## src/rtl/scytale_encryption.sv

```systemverilog
// Scytale transposition encryptor.
// Collects a plaintext (row-major, key_N rows x key_M columns) until the
// start token arrives, then streams the plaintext out column by column,
// one char per cycle. Positions never written by the message come out as
// PAD_CHAR. The matching scytale decryptor restores the original text.
module scytale_encryption #(
  parameter int                   D_WIDTH                = 8,
  parameter int                   KEY_WIDTH              = 8,
  parameter int                   MAX_NOF_CHARS          = 50,
  parameter logic [D_WIDTH-1:0]   START_ENCRYPTION_TOKEN = 8'hFA,
  parameter logic [D_WIDTH-1:0]   PAD_CHAR               = 8'h20
) (
  input  logic                 clk,
  input  logic                 rst_n,
  input  logic [D_WIDTH-1:0]   data_i,
  input  logic                 valid_i,
  input  logic [KEY_WIDTH-1:0] key_N,
  input  logic [KEY_WIDTH-1:0] key_M,
  output logic [D_WIDTH-1:0]   data_o,
  output logic                 valid_o,
  output logic                 busy
);

  localparam int IDX_W = $clog2(MAX_NOF_CHARS + 1);
  localparam int LEN_W = 2 * KEY_WIDTH;
  localparam int SUM_W = IDX_W + KEY_WIDTH;

  typedef enum logic [1:0] {
    S_COLLECT,
    S_START,
    S_EMIT
  } state_t;

  // Message buffer, no reset: positions beyond the write count are padded.
  logic [D_WIDTH-1:0] buf_mem [MAX_NOF_CHARS];

  state_t               state_reg,   state_next;
  logic [IDX_W-1:0]     cnt_reg,     cnt_next;
  logic [LEN_W-1:0]     len_reg,     len_next;
  logic [KEY_WIDTH-1:0] key_n_reg,   key_n_next;
  logic [KEY_WIDTH-1:0] key_m_reg,   key_m_next;
  logic [IDX_W-1:0]     rd_idx_reg,  rd_idx_next;
  logic [KEY_WIDTH-1:0] col_reg,     col_next;
  logic [KEY_WIDTH-1:0] row_reg,     row_next;
  logic [IDX_W-1:0]     emitted_reg, emitted_next;
  logic [D_WIDTH-1:0]   data_reg,    data_next;
  logic                 valid_reg,   valid_next;
  logic                 busy_reg,    busy_next;

  logic                 buf_we;
  logic [LEN_W-1:0]     len_in;

  // Message length is formed once, only when the token is taken.
  assign len_in = LEN_W'(key_N) * LEN_W'(key_M);

  assign data_o  = data_reg;
  assign valid_o = valid_reg;
  assign busy    = busy_reg;

  // Next-state logic: collection, key capture and column-wise read-out.
  always_comb begin
    state_next   = state_reg;
    cnt_next     = cnt_reg;
    len_next     = len_reg;
    key_n_next   = key_n_reg;
    key_m_next   = key_m_reg;
    rd_idx_next  = rd_idx_reg;
    col_next     = col_reg;
    row_next     = row_reg;
    emitted_next = emitted_reg;
    data_next    = data_reg;
    valid_next   = valid_reg;
    busy_next    = busy_reg;
    buf_we       = 1'b0;

    case (state_reg)
      S_COLLECT: begin
        if (valid_i) begin
          if (data_i == START_ENCRYPTION_TOKEN) begin
            key_n_next = key_N;
            key_m_next = key_M;
            len_next   = len_in;
            if ((len_in == '0) || (len_in > LEN_W'(MAX_NOF_CHARS))) begin
              // Unusable key pair: throw the message away.
              cnt_next = '0;
            end else begin
              busy_next  = 1'b1;
              state_next = S_START;
            end
          end else if (cnt_reg < IDX_W'(MAX_NOF_CHARS)) begin
            // Chars beyond the buffer depth are silently dropped.
            buf_we   = 1'b1;
            cnt_next = cnt_reg + IDX_W'(1);
          end
        end
      end

      S_START: begin
        rd_idx_next  = '0;
        col_next     = '0;
        row_next     = '0;
        emitted_next = '0;
        state_next   = S_EMIT;
      end

      S_EMIT: begin
        if (LEN_W'(emitted_reg) == len_reg) begin
          // Whole ciphertext sent: release the stream and clear the buffer.
          valid_next = 1'b0;
          data_next  = '0;
          busy_next  = 1'b0;
          cnt_next   = '0;
          state_next = S_COLLECT;
        end else begin
          valid_next   = 1'b1;
          data_next    = (rd_idx_reg < cnt_reg) ? buf_mem[rd_idx_reg] : PAD_CHAR;
          emitted_next = emitted_reg + IDX_W'(1);
          if (col_reg == key_n_reg - KEY_WIDTH'(1)) begin
            // End of a ciphertext row: jump to the top of the next column.
            col_next    = '0;
            row_next    = row_reg + KEY_WIDTH'(1);
            rd_idx_next = IDX_W'(row_reg + KEY_WIDTH'(1));
          end else begin
            // Walk down the current column by one plaintext row.
            col_next    = col_reg + KEY_WIDTH'(1);
            rd_idx_next = IDX_W'(SUM_W'(rd_idx_reg) + SUM_W'(key_m_reg));
          end
        end
      end

      default: begin
        state_next = S_COLLECT;
      end
    endcase
  end

  // Control and output registers; reset aborts any emission immediately.
  always_ff @(posedge clk or negedge rst_n) begin
    if (!rst_n) begin
      state_reg   <= S_COLLECT;
      cnt_reg     <= '0;
      len_reg     <= '0;
      key_n_reg   <= '0;
      key_m_reg   <= '0;
      rd_idx_reg  <= '0;
      col_reg     <= '0;
      row_reg     <= '0;
      emitted_reg <= '0;
      data_reg    <= '0;
      valid_reg   <= 1'b0;
      busy_reg    <= 1'b0;
    end else begin
      state_reg   <= state_next;
      cnt_reg     <= cnt_next;
      len_reg     <= len_next;
      key_n_reg   <= key_n_next;
      key_m_reg   <= key_m_next;
      rd_idx_reg  <= rd_idx_next;
      col_reg     <= col_next;
      row_reg     <= row_next;
      emitted_reg <= emitted_next;
      data_reg    <= data_next;
      valid_reg   <= valid_next;
      busy_reg    <= busy_next;
    end
  end

  // Plaintext buffer write port.
  always_ff @(posedge clk) begin
    if (buf_we) begin
      buf_mem[cnt_reg] <= data_i;
    end
  end

endmodule

```

## config.mk

```make
export PLATFORM = sky130hd
export DESIGN_NAME = scytale_encryption
export DESIGN_NICKNAME = d
export VERILOG_FILES = /design/src/rtl/scytale_encryption.sv
export SDC_FILE = /design/constraint.sdc
export NUM_CORES = 1
export LEC_CHECK = 0
export ABC_AREA = 1
export ABC_CLOCK_PERIOD_IN_PS = 2370
export CAP_MARGIN = 20
export CORE_AREA = 2 2 192 213
export DETAILED_ROUTE_END_ITERATION = 10
export DIE_AREA = 0 0 194 215
export PLACE_DENSITY = 0.76
export SYNTH_ARGS = -nofsm -noshare
export SYNTH_HDL_FRONTEND = slang
export SYNTH_SLANG_ARGS = --single-unit
```

## constraint.sdc

```tcl
create_clock -name clk -period 2.37 [get_ports clk]
set_input_delay 0.474 -clock clk [delete_from_list [all_inputs] [get_ports clk]]
set_output_delay 0.474 -clock clk [all_outputs]
set_load 0.03 [all_outputs]
```

======== Word level (Yosys, flattened, before mapping) ========
Memories as Yosys holds them, arrays and structs flattened.
Index checks and enable logic that the tools add are counted.
storage, ports and cells
  output and inout port bits .............. 10
  register bits ........................... 76
  memories ................................ 1
  word-level logic and storage cells ...... 83
  input bits .............................. 27
  memory bits (writable) .................. 400
cells by class
  $lt $le $gt $ge ......................... 3
  reductions and logical operators ........ 11
  multipliers ............................. 1
  add/subtract/negate cells ............... 6
  equality and inequality tests ........... 13
  multiplexer cells ....................... 36
memory list
  memory   words  bits a word  rd ports  clocked after memory_dff  wr ports  line  RTL
  buf_mem  50     8            1         0                         1         35    logic [D_WIDTH-1:0] buf_mem [MAX_NOF_CHARS];
operator list
  cell                 count
  $mux 6               8
  $mux 8               6
  $pmux 6 s2           3
  $pmux 8 s2           2
  $add 8x1->8 const B  2
  $eq 6x16->1          1
  $gt 16x6->1 const B  1
  $logic_not 16->1     1
  $mul 8x8->16         1
  $add 6x1->6 const B  2
  $ne 2x2->1 const B   6
  $mux 1               11
  $reduce_and 5->1     2
  $eq 8x8->1           1
  $eq 8x8->1 const B   1
  $mux 2               4
  $sub 8x1->8 const B  1
  $add 6x6->6          1
  $lt 6x6->1           1
  $lt 6x6->1 const B   1
  $ne 3x3->1 const B   2
  $pmux 2 s3           1
  $reduce_and 3->1     2
  $reduce_and 4->1     1
  7 further kinds      8

======== Longest topological paths before layout ========
Gate-level depths: netlist of run 1.
  word-level depth ........................ 7
  mapped depth ............................ 28

======== Worst setup path before layout of run 1 ========
No wires, ideal clock.
  path kind ............................... input to register
  start point ............................. input key_M[2]
  end point ............................... register cnt_reg[0]
  arrival time ............................ 4.427 ns
  required time ........................... 2.303 ns
  stages on the path ...................... 23
  path slack .............................. -2.124 ns
  path through ............................ clkbuf_1 nand2_1 fa_1 fa_1 inv_1 fa_1 inv_1 fa_1 inv_1 ha_1 nand2_1 inv_1 a21oi_1 nand3_1 nand2_1 nand3_1 nor2_1 nand3_1 nand2_1 nand2_2 nand2_1 nand2_1 nand2_1
on the way
  cells in the longest elaborated chain, start to end .. 5
  elaborated cells on any way between the ends .. 6
RTL lines
  element                                          line  RTL
  start, declared                                  18    input logic [KEY_WIDTH-1:0] key_M,
  $mul 8x8->16 (*)                                 54    assign len_in = LEN_W'(key_N) * LEN_W'(key_M);
  $gt 16x6->1 or $logic_not 16->1 (tied branches)  83    if ((len_in == '0) || (len_in > LEN_W'(MAX_NOF_CHARS))) begin
  $logic_or 1x1->1 (*)                             83
  $ne 3x3->1 (no source line) (*)                  -
  $reduce_and 5->1 (no source line) (*)            -
  end signal, assigned                             154   cnt_reg <= cnt_next;
  end, declared                                    38    logic [IDX_W-1:0] cnt_reg, cnt_next;
Mark *: on every way between the ends. The rest lies on a longest branch, timed or not.
A chain may end at the register's enable or synchronous reset.

======== Worst setup path after layout of run 1 ========
  start point ............................. input key_N[4]
  end point ............................... register cnt_reg[5]
on the way
  cells in the longest elaborated chain, start to end .. 5
  elaborated cells on any way between the ends .. 6
RTL lines
  element                                          line  RTL
  start, declared                                  17    input logic [KEY_WIDTH-1:0] key_N,
  $mul 8x8->16 (*)                                 54
  $gt 16x6->1 or $logic_not 16->1 (tied branches)  83
  $logic_or 1x1->1 (*)                             83
  $ne 3x3->1 (no source line) (*)                  -
  $reduce_and 5->1 (no source line) (*)            -
Marked as above.

==> summary.md, run 1 <==
| Metric | Value |
|---|---|
| Critical path capture point type | register |
| CTS clk-pin slew, worst paths | roughly 0.06 ns |
| Post-synthesis adder-cell area fraction | 0.06162 |
| Syn. warnings | 0 |
| Final WL | 56340 um |
| Period utilisation layout | 1.691 |
| Layout cells sized above 1 | 0.1922 |
| Root Driver | clkbuf_16 |
| Syn Inst Count | 2127 |
| Post-Syn Area | 0.02238 sq mm |
| Mux cell area share after synthesis | 0 |
| CTS tree | built |
| Largest net degree at the start of global routing | 52 |
| Synth Area per Inst | about 11 sq um |
| Top_reg_cell synth | edfxtp_1 |
| Synth top area share | 0.5368 |
| Number of global-route vias before repair | between 15000 and 20000 |
| Detail Route met2 WL | ~28000 um |
| Register area share after synthesis | 0.6195 |
| Global-route wire length before repair | 88470 um |
| Placer Congestion | 0.9164 |
| Max Transition Viols Final | 0 |
| Crit path largest cell delay | 0.53 ns |
| P_int | 15.60 mW |
| CTS H-tree depth | 2 |
| Crit start category | primary input |
| Via Count | approximately 17000 |
| CTS sink cnt | 474 |
| Rows | between 70 and 80 |
| Largest cells by area after synthesis | edfxtp_1, dfrtp_1, nor2_1 |
| Initial Util | 0.5638 |
| Synth Area in XOR/XNOR | 0.01174 |
| Drt pass-1 iters | 6 |
| Largest register FFs | 400 |
| Worst Path Required | around 2.8 ns |
| Final setup fails | 20 |
| FMAX | 0.2495 GHz |
| EDFF count, synth | 400 |
| Die Ht | 215 um |
| Worst relative slew slack | 0.4775 |
| Area post-placement | 0.02412 sq mm |
| WL met1 | 20920 um |
| Crit path DAT | ~4.5 ns |
| Slew @ Worst Pin | 0.7815 ns |
| Sequential share of power | 0.435 |
| Final worst path period need | 4.007 ns |
| Simple-gate area share of the yosys netlist | 0.1570 |
| Violated checks | negative setup slack |
| Num CTS Buffers | 48 |
| Gr usage total | 0.2705 |
| Peak VDD IR | 0.6880 mV |
| Sw frac | 0.2827 |
| Setup ws final | -1.637 ns |
| Met3 WL | about 4400 um |
| Cell Pwr Density | 817.9 mW/mm^2 |
| Number of synthesized register bits | 474 |
| Clock buffer depth | 3 |
| DRC viols | 0 |
| Post-synthesis to final-layout area growth | 18.80% |
| I/O pin count | 37 |
| Syn_nets | 2242 |
| Most used cell, CP | nand2_2 |
| Leak | around 11 nW |
| Async SR Flop Fraction | 0.1561 |
| DR top layer | met4 |
| Min-delay worst type | in -> reg |
| Max_cap viols | 0 |
| Vias/cell | 5.878 |
| Design Power | 21.74 mW |
| Grt total ovfl | 0 |
| Design area | roughly 0.027 sq mm |
| Clock share of power | 0.335 |
| Port bufs | 36 |
| Dpl hpwl | 36280 um |
| Yosys cell types | 41 |
| NetSw | 6.147 mW |
| Clock Skews | 0.01471 ns |
| DR WL/cell | 20.06 um |
| Die X | 194 um |
| Final nets | 2372 |
| Status | complete, but fails checks |
| CP max stage cell | fa_1 |
| Setup CP Type | in -> reg |
| Critical Path Fanout Max | 6 |
| Initial DRC Count | between 1500 and 2000 |
| Post-synth top area cell | edfxtp_1 |
| Largest family of logic cells by synthesized area | simple AND/OR/NAND/NOR gates |
| Clk Latency, worst-skew pair | 0.59 ns |
| ANT nets after route | 0 |
| R2R Setup Slk | 0.05 ns |
| Compound-Gate Fraction of Synth Area | 0.09651 |
| Full die area | 0.04171 sq mm |
| Comb pwr share | 0.230 |
| Initial antenna violation count | 1 |
| Final Hold Vio Count | 0 |
| Core ar. | 0.03969 sq mm |
| RSZ-0062 raised after global routing | true |
-- metal layers --
layer,vias to the layer above,global-route usage
li1,7601,-
met1,7962,0.3376
met2,756,0.4635
met3,187,0.04881
met4,0,0.1189
met5,-,0
-- synthesized netlist by cell type (2+ instances only) --
cell type,count
buf_2,32
o211ai_1,28
xor2_1,20
o21ai_0,242
nand3_1,139
o21ai_1,10
nand3b_1,3
dfrtp_1,74
xnor2_1,10
buf_6,2
nand4_1,15
o221ai_1,44
nor3_1,7
nor2_1,355
fa_1,37
a21o_1,2
buf_1,3
ha_1,51
a21oi_1,14
o22ai_1,24
buf_4,2
edfxtp_1,400
clkbuf_1,74
nor4_1,2
inv_1,188
nand2_2,2
nand2_1,333
-- through the flow --
stage / setup WS, ns / TNS (ns) / util / instances / hold slack, ns
5_1_grt: -1.802 / -28.27 / 0.6697 / 2808 / 0.2232
2_1_floorplan: -1.740 / -26.99 / - / 2127 / 0.1784
4_1_cts: -1.525 / -23.18 / 0.6542 / 2795 / 0.2314
6_report: -1.637 / -24.17 / 0.6697 / 2808 / 0.2510
3_3_place_gp: -2.558 / -177.00 / 0.6076 / 2695 / 0.4663
3_5_place_dp: -2.624 / -184.44 / 0.6077 / 2696 / 0.4663
-- power by group through the flow --
stage	clock network (mW)	logic (mW)	registers, mW
5_1_grt	7.70	5.47	9.47
2_1_floorplan	0	2.38	9.61
6_report	7.29	5.00	9.45
4_1_cts	7.36	4.35	9.45
3_3_place_gp	0	3.85	9.61
3_5_place_dp	0	3.91	9.62
-- path summary, 6_finish.rpt --
kind                       startpoint             end  cells past startpoint
min in group asynchronous       rst_n      col_reg[3]                      2
min reg2reg                 data_o[5]       data_o[5]                      2
max reg2reg                cnt_reg[4]  buf_mem[35][7]                      4
max in group asynchronous       rst_n    state_reg[1]                      3
min                         data_i[7]  buf_mem[15][7]                      1
max                          key_N[4]      cnt_reg[5]                     26
-- cells in the final DEF (no fill, tap or decap), types with 45 or more instances in the layout --
cell | Yosys | routed
buf_4 | 2 | 122
clkbuf_16 | 0 | 50
dfrtp_1 | 74 | 71
edfxtp_1 | 400 | 400
inv_1 | 188 | 152
nand2_1 | 333 | 274
nand2_2 | 2 | 45
nand3_1 | 139 | 125
nor2_1 | 355 | 301
o21ai_0 | 242 | 232
-- worst max-delay path: cells and delay by family --
kind / cells / cell delay, ns
and+or+nand+nor: 15 / 1.20
adders and majority gates: 5 / 2.39
buffers and inverters: 6 / 0.38
-- cells by family (layout without fill, tap and decap cells) --
| group | count (synthesis) | in the layout |
|---|---|---|
| buf+inv | 303 | 470 |
| other cells | 0 | 1 |
| flops | 474 | 474 |
| fa+ha+maj | 88 | 88 |
| xor+xnor | 30 | 30 |
| simple gates | 861 | 861 |
| compound gates | 371 | 371 |
-- layout make-up --
type                    instances  area [sq um]
inverters                     190         720.7
repair buffers                193          1774
clock inverters                22         212.7
flip-flops and latches        474         13870
diodes                          1         2.502
clock buffers                  65          1286
well taps                     513         641.9
fillers                      2826         13110
multi-input cells            1350          8077
-- repair_timing --
action | in CTS | in global routing
pin swaps | 61 | 70
hold buffers | 1 | 0
endpoints found under the hold margin | 38 | 0
setup endpoints to repair | 193 | 305
cloned | 0 | 1
resized for setup | 169 | 157
setup buffers | 13 | 15
Power figures use the tool's default switching activity.
==> inputs of run 2 (changes only) <==
--- a/config.mk
+++ b/config.mk
@@ -15,3 +15,4 @@
 export SYNTH_ARGS = -nofsm -noshare
 export SYNTH_HDL_FRONTEND = slang
 export SYNTH_SLANG_ARGS = --single-unit
+export TNS_END_PERCENT = 30
==> run 2 against run 1 <==
The flow still finishes with violations (negative setup slack). Routed wire length rose by 2.4%. Clock-buffer cell count rose by 4. Global-route usage rose by 0.54 points. Critical path type unchanged. Largest cell class unchanged.
==> summary.md, run 2 (same netlist as run 1, synthesis figures left out) <==
| Metric | Value |
|---|---|
| Status | complete, but fails checks (unchanged) |
| Violated checks | negative setup slack (unchanged) |
| Die Ht | 215 um (unchanged) |
| Critical path capture point type | register (unchanged) |
| Crit start category | primary input (unchanged) |
| Global-route wire length before repair | 89860 um (was 88470 um) |
| Hold depth | 4 (was 1) |
| Met1 usage | 0.3420 (was 0.3376) |
| Min-delay worst type | in -> reg (unchanged) |
| Post-synthesis to final-layout area growth | 18.40% (was 18.80%) |
| Met3 usage | 0.04583 (was 0.04881) |
| Worst path bufs/invs | 5 (was 6) |
| Dpl hpwl | 36850 um (was 36280 um) |
| Hold Path Sink | key_n_reg[2] (was buf_mem[15][7]) |
| Slew @ Worst Pin | 0.8033 ns (was 0.7815 ns) |
| Worst Path Required | 2.88 ns (was 2.84 ns) |
| Non-filler instance count after layout | 2794 (was 2808) |
| Setup ws final | -1.510 ns (was -1.637 ns) |
| Largest net degree at the start of global routing | 74 (was 52) |
| DRC viols | 0 (unchanged) |
| Hold WS | 0.2802 ns (was 0.2510 ns) |
| Met2 usage | 0.4781 (was 0.4635) |
| Initial Util | 0.5638 (unchanged) |
| I/O pin count | 37 (unchanged) |
| FMAX | 0.2578 GHz (was 0.2495 GHz) |
| DR WL/cell | 20.65 um (was 20.06 um) |
| Setup CP Type | in -> reg (unchanged) |
| Rows | 77 (unchanged) |
| Clock buffer depth | 3 (unchanged) |
| Die X | 194 um (unchanged) |
| Critical Path Fanout Max | 6 (unchanged) |
| Clk Latency, worst-skew pair | 0.58 ns (was 0.59 ns) |
| Cell Pwr Density | 817.7 mW/mm^2 (was 817.9 mW/mm^2) |
| Initial DRC Count | 1588 (was 1659) |
| Gr usage total | 0.2759 (was 0.2705) |
| Peak VDD IR | 0.9456 mV (was 0.6880 mV) |
| Drt pass-1 iters | 8 (was 6) |
| Number of global-route vias before repair | 16619 (was 16551) |
| Max Transition Viols Final | 0 (unchanged) |
| Setup Slack @ Placement | -2.660 ns (was -2.624 ns) |
| Initial antenna violation count | 1 (unchanged) |
| Final Hold Vio Count | 0 (unchanged) |
| CP top delay family | adder cells (unchanged) |
| Reg2Reg Launch Point | cnt_reg[4] (unchanged) |
| Clock Skews | 0.01752 ns (was 0.01471 ns) |
| Root Driver | clkbuf_16 (unchanged) |
| Largest register FFs | 400 (unchanged) |
| Via Count | 16494 (was 16506) |
| Grt total ovfl | 0 (unchanged) |
| CTS sink cnt | 474 (unchanged) |
| Period utilisation layout | 1.637 (was 1.691) |
| Crit-path cells | buf_8 > buf_6 > nand2_4 > inv_2 > fa_1 > fa_1 > fa_1 > inv_1 > fa_1 > inv_2 > ha_4 > nand2_2 > nand2_4 > a21oi_2 > nand3_1 > nand2_1 > nand2_2 > nor2_2 > nand3_2 > nand2_2 > nand2_4 > nand2_4 > nand2_1 > nand2_1 |
| Port bufs | 36 (unchanged) |
| CP max stage cell | fa_1 (unchanged) |
| Worst relative slew slack | 0.4630 (was 0.4775) |
| R2R Setup Slk | 0.02 ns (was 0.05 ns) |
| CTS tree | built (unchanged) |
| RSZ-0062 raised after global routing | true (unchanged) |
| Layout cells sized above 1 | 0.1904 (was 0.1922) |
| Crit path DAT | 4.39 ns (was 4.47 ns) |
| Core ar. | 0.03969 sq mm (unchanged) |
| Final nets | 2359 (was 2372) |
| Num CTS Buffers | 47 (was 48) |
| Crit path largest cell delay | 0.56 ns (was 0.53 ns) |
| Most used routing layer | met2 (unchanged) |
| Most common cell after layout, fill and taps aside | edfxtp_1 (unchanged) |
| Final WL | 57690 um (was 56340 um) |
| R2R depth | 4 (unchanged) |
| ANT nets after route | 0 (unchanged) |
| Max_cap viols | 0 (unchanged) |
| Post-placement cell count | 2695 (was 2696) |
| Hold_sp | key_N[2] (was data_i[7]) |
| CTS H-tree depth | 2 (unchanged) |
| Vias/cell | 5.903 (was 5.878) |
| Sequential cell area | 0.01387 sq mm (unchanged) |
| Final worst path period need | 3.880 ns (was 4.007 ns) |
| Full die area | 0.04171 sq mm (unchanged) |
| Commonest cells after routing, fill and taps aside | edfxtp_1, nor2_1, nand2_1, o21ai_0, inv_1 (unchanged) |
| Area taken by multi-input logic gates | 0.008158 sq mm (was 0.008077 sq mm) |
| Final setup fails | 20 (unchanged) |
| CTS clk-pin slew, worst paths | 0.06 ns (about the same) |
| Layout fillers | 2818 (was 2826) |
| Setup TNS Final | -22.64 ns (was -24.17 ns) |
| Leak | 10.60 nW (was 10.65 nW) |
| Placer Congestion | 0.9585 (was 0.9164) |
| R2R Path End | buf_mem[3][2] (was buf_mem[35][7]) |
[run 2: layer usage]
layer | wire length, um | vias to the layer above | part of all wire
met3 | 4319 | 161 | 0.075
met4 | 2669 | 0 | 0.046
met5 | 0 | - | 0
met2 | 29510 | 775 | 0.51
li1 | - | 7569 | -
met1 | 21190 | 7989 | 0.37
[run 2: final cells by class]
class	count	share of cell area
tap	513	0.02423
clock inverter	16	0.004061
multi-input combinational	1351	0.3079
clock buffer	69	0.04911
antenna	1	0.00009445
sequential	474	0.5235
inverter	190	0.02730
timing repair buffer	180	0.06385
[run 2: worst min-delay path: stages]
cell and delay [ns]:
buf_8 0.10, buf_6 0.12, nand2_1 0.05, o21ai_0 0.06
[run 2: how the worst max path moves through the flow]
stage	start	end	cells past startpoint
global route	key_N[5]	cnt_reg[0]	24
global placement	key_M[6]	cnt_reg[2]	24
finish	key_N[5]	cnt_reg[5]	24
detailed placement	key_M[6]	cnt_reg[4]	24
CTS	key_M[7]	cnt_reg[3]	27
floorplan	key_N[2]	cnt_reg[1]	24
[run 2: stage by stage]
stage | utilization | area, sq um | power, mW
6_report | 0.6675 | 26500 | 21.67
5_1_grt | 0.6675 | 26500 | 22.49
4_1_cts | 0.6529 | 25920 | 20.94
3_5_place_dp | 0.6072 | 24100 | 13.55
3_3_place_gp | 0.6069 | 24090 | 13.47
2_1_floorplan | - | 22560 | 11.96
[run 2: report_power, final]
part / leakage, nW / total [mW] / internal, mW / switching [mW]
sequential: 4.59 / 9.45 / 9.35 / 0.0981
combinational: 5.32 / 5.28 / 2.13 / 3.15
clock: 0.684 / 6.94 / 3.92 / 3.02
total: 10.6 / 21.7 / 15.4 / 6.27
[run 2: what timing repair did]
| item | CTS | global route |
|---|---|---|
| gates cloned | 0 | 2 |
| hold buffers | 1 | 0 |
| setup endpoints to repair | 363 | 295 |
| buffers inserted | 6 | 7 |
| gates resized for setup | 217 | 141 |
| pin swaps | 54 | 64 |
| endpoints found under the hold margin | 45 | 0 |
==> inputs of run 3 (changes only) <==
--- a/config.mk
+++ b/config.mk
@@ -11,6 +11,7 @@
 export CORE_AREA = 2 2 192 213
 export DETAILED_ROUTE_END_ITERATION = 10
 export DIE_AREA = 0 0 194 215
+export HOLD_SLACK_MARGIN = 0.02
 export PLACE_DENSITY = 0.76
 export SYNTH_ARGS = -nofsm -noshare
 export SYNTH_HDL_FRONTEND = slang
==> results of run 3 <==
No change in the layout: final DEF, timing and power equal those of run 2.
